$ cat config.mk
export PLATFORM = sky130hd
export DESIGN_NAME = axis_iter_divider
export DESIGN_NICKNAME = d
export VERILOG_FILES = /design/src/rtl/div_pkg.sv /design/src/rtl/div_step.sv /design/src/rtl/axis_iter_divider.sv
export SDC_FILE = /design/constraint.sdc
export NUM_CORES = 1
export LEC_CHECK = 0
export CAP_MARGIN = 0
export CORE_ASPECT_RATIO = 0.7
export CORE_MARGIN = 3
export CORE_UTILIZATION = 28
export CTS_CLUSTER_SIZE = 12
export DETAILED_ROUTE_END_ITERATION = 8
export PLACE_DENSITY = 0.54
export REMOVE_ABC_BUFFERS = 1
export SYNTH_ARGS = -nofsm -noshare
export SYNTH_HDL_FRONTEND = slang
export SYNTH_HIERARCHICAL = 1
export SYNTH_SLANG_ARGS = --single-unit
$ cat constraint.sdc
create_clock -name clk -period 9.9 [get_ports clk]
set_clock_uncertainty 0.15 [all_clocks]
set_input_delay 2.97 -clock clk [delete_from_list [all_inputs] [get_ports clk]]
set_output_delay 2.97 -clock clk [all_outputs]
set_load 0.01 [all_outputs]
$ cat src/rtl/div_pkg.sv
// Shared types and helpers for the iterative divider: FSM state encoding,
// output-packing convention and two's-complement utilities.
package div_pkg;

  typedef enum logic [1:0] {
    IDLE,
    CALC,
    FIXUP,
    DONE
  } state_t;

  // Helpers work on a wide container so any operand width up to MAX_W can
  // zero-extend into them and truncate the result back.
  localparam int MAX_W = 64;

  typedef logic [MAX_W-1:0]   word_t;
  typedef logic [2*MAX_W-1:0] dword_t;

  // Result stream width: quotient and remainder side by side.
  function automatic int dout_w(input int w);
    return 2 * w;
  endfunction

  function automatic word_t neg(input word_t x);
    return ~x + word_t'(1);
  endfunction

  function automatic word_t abs_val(input word_t x, input logic sign);
    return sign ? neg(x) : x;
  endfunction

  // {q, r} with r occupying the low w bits.
  function automatic dword_t pack_dout(input word_t q, input word_t r, input int w);
    return (dword_t'(q) << w) | dword_t'(r);
  endfunction

endpackage

$ cat src/rtl/div_step.sv
// One combinational radix-2 restoring iteration on {rem, quo}.
module div_step #(
  parameter int WIDTH = 32
) (
  input  logic [WIDTH-1:0] rem_in,
  input  logic [WIDTH-1:0] quo_in,
  input  logic [WIDTH-1:0] divisor,
  output logic [WIDTH-1:0] rem_out,
  output logic [WIDTH-1:0] quo_out
);

  logic [WIDTH:0] shifted;
  logic [WIDTH:0] diff;

  // The shifted remainder is below 2*divisor, so a WIDTH+1-bit difference
  // never wraps and its MSB is a reliable sign.
  assign shifted = {rem_in, quo_in[WIDTH-1]};
  assign diff    = shifted - {1'b0, divisor};

  assign rem_out = diff[WIDTH] ? shifted[WIDTH-1:0] : diff[WIDTH-1:0];
  assign quo_out = {quo_in[WIDTH-2:0], ~diff[WIDTH]};

endmodule

$ cat src/rtl/axis_iter_divider.sv
// Iterative restoring divider with joined AXI-Stream operand inputs and a
// {quotient, remainder} result stream; RISC-V M-extension corner results.
module axis_iter_divider
  import div_pkg::*;
#(
  parameter int WIDTH  = 32,
  parameter bit SIGNED = 1
) (
  input  logic                    clk,
  input  logic                    reset,
  input  logic                    s_axis_dividend_tvalid,
  output logic                    s_axis_dividend_tready,
  input  logic [WIDTH-1:0]        s_axis_dividend_tdata,
  input  logic                    s_axis_divisor_tvalid,
  output logic                    s_axis_divisor_tready,
  input  logic [WIDTH-1:0]        s_axis_divisor_tdata,
  output logic                    m_axis_dout_tvalid,
  input  logic                    m_axis_dout_tready,
  output logic [dout_w(WIDTH)-1:0] m_axis_dout_tdata
);

  localparam int             DOUT_W = dout_w(WIDTH);
  localparam int             CW     = $clog2(WIDTH);
  localparam logic [CW-1:0]  LAST   = CW'(WIDTH - 1);

  state_t           state;
  logic [CW-1:0]    cnt;
  logic [WIDTH-1:0] a_raw;
  logic [WIDTH-1:0] dvsr;
  logic [WIDTH-1:0] rem;
  logic [WIDTH-1:0] quo;
  logic             sign_a;
  logic             sign_b;
  logic             div_zero;

  logic             accept;
  logic             in_sign_a;
  logic             in_sign_b;
  logic [WIDTH-1:0] rem_nxt;
  logic [WIDTH-1:0] quo_nxt;
  logic [WIDTH-1:0] q_fix;
  logic [WIDTH-1:0] r_fix;

  // Join: neither operand is taken unless both are offered together.
  assign accept = (state == IDLE) & s_axis_dividend_tvalid & s_axis_divisor_tvalid & ~reset;
  assign s_axis_dividend_tready = accept;
  assign s_axis_divisor_tready  = accept;

  assign in_sign_a = SIGNED & s_axis_dividend_tdata[WIDTH-1];
  assign in_sign_b = SIGNED & s_axis_divisor_tdata[WIDTH-1];

  div_step #(.WIDTH(WIDTH)) u_step (
    .rem_in  (rem),
    .quo_in  (quo),
    .divisor (dvsr),
    .rem_out (rem_nxt),
    .quo_out (quo_nxt)
  );

  // NOTE: every output of a combinational block gets a default first, so no
  // path leaves it unassigned and no latch is inferred.
  always_comb begin
    q_fix = quo;
    r_fix = rem;
    if (div_zero) begin
      q_fix = '1;
      r_fix = a_raw;
    end else begin
      if (sign_a ^ sign_b) q_fix = WIDTH'(neg(word_t'(quo)));
      if (sign_a)          r_fix = WIDTH'(neg(word_t'(rem)));
    end
  end

  // NOTE: state is updated with non-blocking assignments only, so every
  // register samples pre-edge values regardless of statement order.
  always_ff @(posedge clk or posedge reset) begin
    if (reset) begin
      state              <= IDLE;
      cnt                <= '0;
      a_raw              <= '0;
      dvsr               <= '0;
      rem                <= '0;
      quo                <= '0;
      sign_a             <= 1'b0;
      sign_b             <= 1'b0;
      div_zero           <= 1'b0;
      m_axis_dout_tvalid <= 1'b0;
      m_axis_dout_tdata  <= '0;
    end else begin
      case (state)
        IDLE: begin
          if (accept) begin
            a_raw    <= s_axis_dividend_tdata;
            dvsr     <= WIDTH'(abs_val(word_t'(s_axis_divisor_tdata), in_sign_b));
            quo      <= WIDTH'(abs_val(word_t'(s_axis_dividend_tdata), in_sign_a));
            rem      <= '0;
            sign_a   <= in_sign_a;
            sign_b   <= in_sign_b;
            div_zero <= (s_axis_divisor_tdata == '0);
            cnt      <= '0;
            state    <= CALC;
          end
        end
        CALC: begin
          rem <= rem_nxt;
          quo <= quo_nxt;
          cnt <= cnt + CW'(1);
          if (cnt == LAST) state <= FIXUP;
        end
        FIXUP: begin
          m_axis_dout_tdata  <= DOUT_W'(pack_dout(word_t'(q_fix), word_t'(r_fix), WIDTH));
          m_axis_dout_tvalid <= 1'b1;
          state              <= DONE;
        end
        DONE: begin
          if (m_axis_dout_tready) begin
            m_axis_dout_tvalid <= 1'b0;
            state              <= IDLE;
          end
        end
        default: state <= IDLE;
      endcase
    end
  end

endmodule

# --- Word-level counts from Yosys, hierarchy flattened ---
# Index checks and enable logic that the tools add are counted.
classes:
  n_reduce_logical: 8
  muxes: 19
  n_addsub: 6
  n_bitwise: 11
  n_eq_ne: 7
op_table:
  columns: ["op", "n"]
  rows:
  - ["32-bit two-way mux", 9]
  - ["32-bit by 1-bit adder with 32-bit output (second input constant)", 4]
  - ["32-bit NOT", 4]
  - ["32-bit case mux with 2 select lines", 2]
  - ["64-bit by 32-bit OR with 64-bit output", 1]
  - ["33-bit by 32-bit subtractor with 33-bit output", 1]
  - ["32-bit logical NOT", 1]
  - ["5-bit case mux with 2 select lines", 1]
  - ["2-bit case mux with 4 select lines", 1]
  - ["2-bit two-way mux", 3]
  - ["2-bit != test (second input constant)", 3]
  - ["2-bit AND reduction", 3]
  - ["5-bit by 1-bit adder with 5-bit output (second input constant)", 1]
  - ["5-bit equality test (second input constant)", 1]
  - ["5-bit two-way mux", 1]
  - ["2-bit equality test (second input constant)", 2]
  - ["2-bit nonzero test", 2]
  - ["1-bit AND", 3]
  - ["3-bit AND reduction", 1]
  - ["2-bit by 1-bit equality test with 1-bit output (second input constant)", 1]
  - ["2-bit logical NOT", 1]
  - ["1-bit NOT", 2]
  - ["1-bit case mux with 2 select lines", 1]
  - ["1-bit two-way mux", 1]
  - ["1-bit XOR", 1]
word_totals:
  output_inout_bits: 67
  regBits: 203
  inputBits: 69

# --- Depth between registers and ports, before layout ---
depth:
  word_depth: 6
  depth_mapped: 17

# --- Hierarchy ---
# Netlist, hierarchy kept.
by_module_without_submodules:
  columns: ["mod", "cells_each", "seq_area_each_um2", "instances", "area_each_um2"]
  rows:
  - ["axis_iter_divider", 1190, 5054.8, 1, 10755.3]
  - ["div_step", 336, 0.0, 1, 2591.2]

# --- Least setup slack after synthesis ---
# OpenSTA, ideal clock, no wires.
synth_path:
  kind: "input to output"
  from: "in reset"
  to: "out s_axis_divisor_tready"
  arrival_time_ns: 3.962
  path_stages: 4
  path_buffers: 2
  slack_ns: 2.818
  cell_sequence: "nand4b_1 clkinv_1 clkbuf_1 buf_4"
synth_via:
  elab_chain_len: 2
synth_rtl:
  columns: ["item", "line", "text"]
  rows:
  - ["start: declaration", "axis_iter_divider.sv:10", "input logic reset,"]
  - ["1-bit NOT", "axis_iter_divider.sv:45", "assign accept = (state == IDLE) & s_axis_dividend_tvalid & s_axis_divisor_tvalid & ~reset;"]
  - ["1-bit AND", "axis_iter_divider.sv:45", null]
  - ["end: declaration", "axis_iter_divider.sv:15", "output logic s_axis_divisor_tready,"]
# No other way between the ends.

# --- Worst setup path in the final report ---
layout_path:
  from: "in reset"
  to: "out s_axis_dividend_tready"
layout_via:
  elab_chain_len: 2
layout_rtl:
  columns: ["item", "line", "text"]
  rows:
  - ["1-bit NOT", "axis_iter_divider.sv:45", null]
  - ["1-bit AND", "axis_iter_divider.sv:45", null]
  - ["end: declaration", "axis_iter_divider.sv:12", "output logic s_axis_dividend_tready,"]
# No other way between the ends.

==> impl_metrics.py <==
metrics = {
    "worst_setup_path": {
        "reg2reg_to": "rem[17]",
        "reg2reg_slack_ns": 5.50,
        "endpoint_kind": "primary output",
        "reg2reg_depth": 14,
        "worst_ep_required_time_ns": 6.78,
        "critPathLaunch": "reset",
        "crit_top_cell": "clkdlybuf4s50_1",
        "worst-path-stages": 4,
        "cpPeakStageDelay_ns": 0.54,
        "crit_buf_inv": 3,
        "path_cells": "clkdlybuf4s50_1 -> nand4b_1 -> clkinv_1 -> clkdlybuf4s50_1",
        "critPathArrivalTime_ns": 4.46,
        "critical-path-top-delay-family": "buffers and inverters",
        "crit_path_end": "s_axis_dividend_tready",
        "slowest_stage": "clkdlybuf4s50_1",
        "worst-path-max-fanout": 3,
        "r2r_start": "quo[31]",
        "critPathKind": "input port to primary output",
        "worstSetupStartpointType": "input port",
    },
    "routing": {
        "met2_length_um": 16500,
        "wl_met1_um": 21300,
        "first_pass_iters": 6,
        "drtIter0Drc": 1168,
        "wl_per_cell_um": 18.8,
        "drc": 0,
        "ant_nets": 0,
        "top_layer": "met5",
        "wirelength_um": 41600,
        "avgViaCountPerCell": 5.29,
        "route.met3.wl_um": 3130,
        "vias": 11700,
    },
    "grt": {
        "grt_antenna_before_repair": 4,
        "grt_overflow_total": 0,
        "grt.total_usage": 0.162,
        "grt_pass1_wl_um": 65300,
        "grt_start_max_net_pins": 77,
        "first_global_vias": 11300,
    },
    "clock_network": {
        "cts_tree": "built",
        "ctsHoldBuffers": 0,
        "clock_latency_ns": 0.53,
        "clkTransAtPathRegs_ns": 0.06,
        "clkSinkCount": 202,
        "root_buffer": "clkbuf_16",
        "post_cts_buffers": 0,
        "cts_buffers": 24,
        "cts-htree-levels": 1,
        "clock_path_buffers": 3,
        "cts_resized": 0,
    },
    "floorplanning": {
        "io_pins": 136,
        "die_x_um": 267,
        "die_h_um": 189,
        "core_area_mm2": 0.0467,
        "die_area_mm2": 0.0504,
        "row_count": 66,
        "start_util": 0.286,
    },
    "sta": {
        "setup_viol": 0,
        "post-route-period-util": 0.765,
        "max_freq_ghz": 0.132,
        "slew_headroom": 0.145,
        "setup_ws_ns": 2.32,
        "tightest_slew_ns": 1.28,
        "rsz0062_at_grt": "false",
        "whs_ns": 0.322,
        "slew_viol_final": 0,
        "fin_crit_ns": 7.58,
        "fin_setup_tns_ns": 0,
        "hold_viol_final": 0,
    },
    "power": {
        "powerDensity_mw_per_mm2": 367,
        "ir_drop_mv": 0.144,
        "p_total_mw": 5.80,
        "p_leak_nw": 6.70,
    },
    "placed_design": {
        "place_congestion": 0.856,
        "post-place-ws_ns": 2.28,
        "dp.cells": 2175,
        "io_buffers": 135,
        "placed_cell_area_mm2": 0.0150,
        "hpwl_um": 30700,
    },
    "synth": {
        "dominantRegCellSynth": "dfrtp_1",
        "ys_seq_area_frac": 0.379,
        "async_flop_share": 1.00,
        "synth_edf_count": 0,
        "postSynthCellCount": 1526,
        "ys_seq_elements": 202,
        "mappedNetlistArea_mm2": 0.0133,
        "yosys.cell_types.count": 82,
        "syn_avg_cell_area_um2": 8.75,
        "yosys_warnings": 6,
    },
    "status": {
        "outcome": "completed",
    },
    "cells_and_area": {
        "nets": 1702,
        "drive_above_1_share": 0.0717,
        "fin_util": 0.338,
        "syn_to_final_growth_pct": 18.5,
        "design_area_mm2": 0.0158,
        "final_cell_mix": "nand2_1, dfrtp_1, o21ai_0",
        "final_cells": 2217,
        "diodes": 0,
        "layout_commonest_cell": "nand2_1",
    },
    "min_path": {
        "hold_path.class": "flop to flop",
    },
    "run": {
        "cap_violations": 0,
    },
}
[state kept, by name, summed over array words and instances, names as in the netlist]
signal and count:
sign_b 1, m_axis_dout_tdata 64, cnt 5, a_raw 32, rem 32, m_axis_dout_tvalid 1, state 2, quo 32
div_zero 1, dvsr 32
[cells by family (layout without fill, tap and decap cells)]
kind of cell / count (synthesis) / after routing / share of synthesized area
buffers and inverters: 185 / 264 / 0.0688
xor gates and xnor gates: 133 / 133 / 0.0873
AOI/OAI and AO/OA: 437 / 437 / 0.213
and+or+nand+nor: 488 / 488 / 0.174
adders and majority gates: 44 / 44 / 0.0418
muxes: 37 / 37 / 0.0366
DFF: 202 / 202 / 0.379
[worst reg2reg max path, stage by stage, from the launching register on]
cell and delay, ns:
dfrtp_1 0.45, inv_1 0.08, ha_1 0.23, fa_1 0.40, and2b_1 0.25, o2111ai_2 0.15, a21oi_2 0.26, o2111ai_1 0.28
a211oi_2 0.38, nor2_4 0.12, mux2i_4 0.46, and2_4 0.39, inv_8 0.14, mux2_4 0.34, a22o_1 0.20
[power breakdown]
part	total [mW]	internal, mW	leakage, nW	switching [mW]
combinational	3.33	1.44	3.80	1.89
clock	0.943	0.576	0.405	0.367
sequential	1.52	1.18	2.49	0.348
total	5.80	3.19	6.70	2.61
[cell type report]
class / instances / area (µm²)
Multi-Input combinational cell: 1139 / 7410
Timing Repair Buffer: 153 / 1490
Clock buffer: 36 / 717
Tap cell: 612 / 766
Inverter: 69 / 274
Fill cell: 4832 / 30900
Clock inverter: 6 / 109
Sequential cell: 202 / 5050
[cell usage after synthesis, types with 5 or more instances]
cell type | instances | share of area
nor2b_1 | 7 | 0.0033
nor3_1 | 25 | 0.0094
buf_1 | 11 | 0.0031
clkbuf_1 | 62 | 0.017
inv_1 | 66 | 0.019
nand4_1 | 17 | 0.0080
o221ai_1 | 6 | 0.0039
a21o_1 | 19 | 0.011
dfrtp_1 | 202 | 0.38
nor2_1 | 98 | 0.028
buf_4 | 35 | 0.020
ha_1 | 43 | 0.040
mux2_2 | 8 | 0.0068
a21oi_1 | 84 | 0.031
o21ai_0 | 147 | 0.055
o21a_1 | 8 | 0.0045
nand2_1 | 205 | 0.058
or2_2 | 6 | 0.0028
or4_1 | 14 | 0.0079
o311ai_0 | 5 | 0.0033
mux2i_1 | 9 | 0.0068
a31oi_1 | 23 | 0.011
nand2b_1 | 7 | 0.0033
nor3b_1 | 5 | 0.0028
or3_1 | 24 | 0.011
a41oi_1 | 5 | 0.0033
nor4_1 | 16 | 0.0075
nand3_1 | 29 | 0.011
nand3b_1 | 5 | 0.0028
a22o_1 | 28 | 0.018
o2bb2ai_1 | 5 | 0.0033
o31ai_1 | 32 | 0.018
mux2_4 | 19 | 0.021
xor2_1 | 87 | 0.057
o41ai_1 | 25 | 0.016
o22ai_1 | 10 | 0.0047
xnor2_1 | 46 | 0.030
and3_1 | 10 | 0.0047
[routing by layer]
metal | vias to the layer above | GRT usage
met1 | 5770 | 0.252
met3 | 40 | 0.0432
met2 | 341 | 0.225
met4 | 8 | 0.0257
met5 | - | 0
li1 | 5577 | -
[worst min path at each step]
| stage | from | end | cells after the start |
|---|---|---|---|
| floorplan | a_raw[29] | a_raw[29] | 2 |
| global placement | a_raw[29] | a_raw[29] | 2 |
| detailed placement | a_raw[5] | a_raw[5] | 2 |
| CTS | a_raw[5] | a_raw[5] | 2 |
| global route | a_raw[27] | a_raw[27] | 2 |
| finish | a_raw[5] | a_raw[5] | 2 |
(Power assumes the default switching activity.)
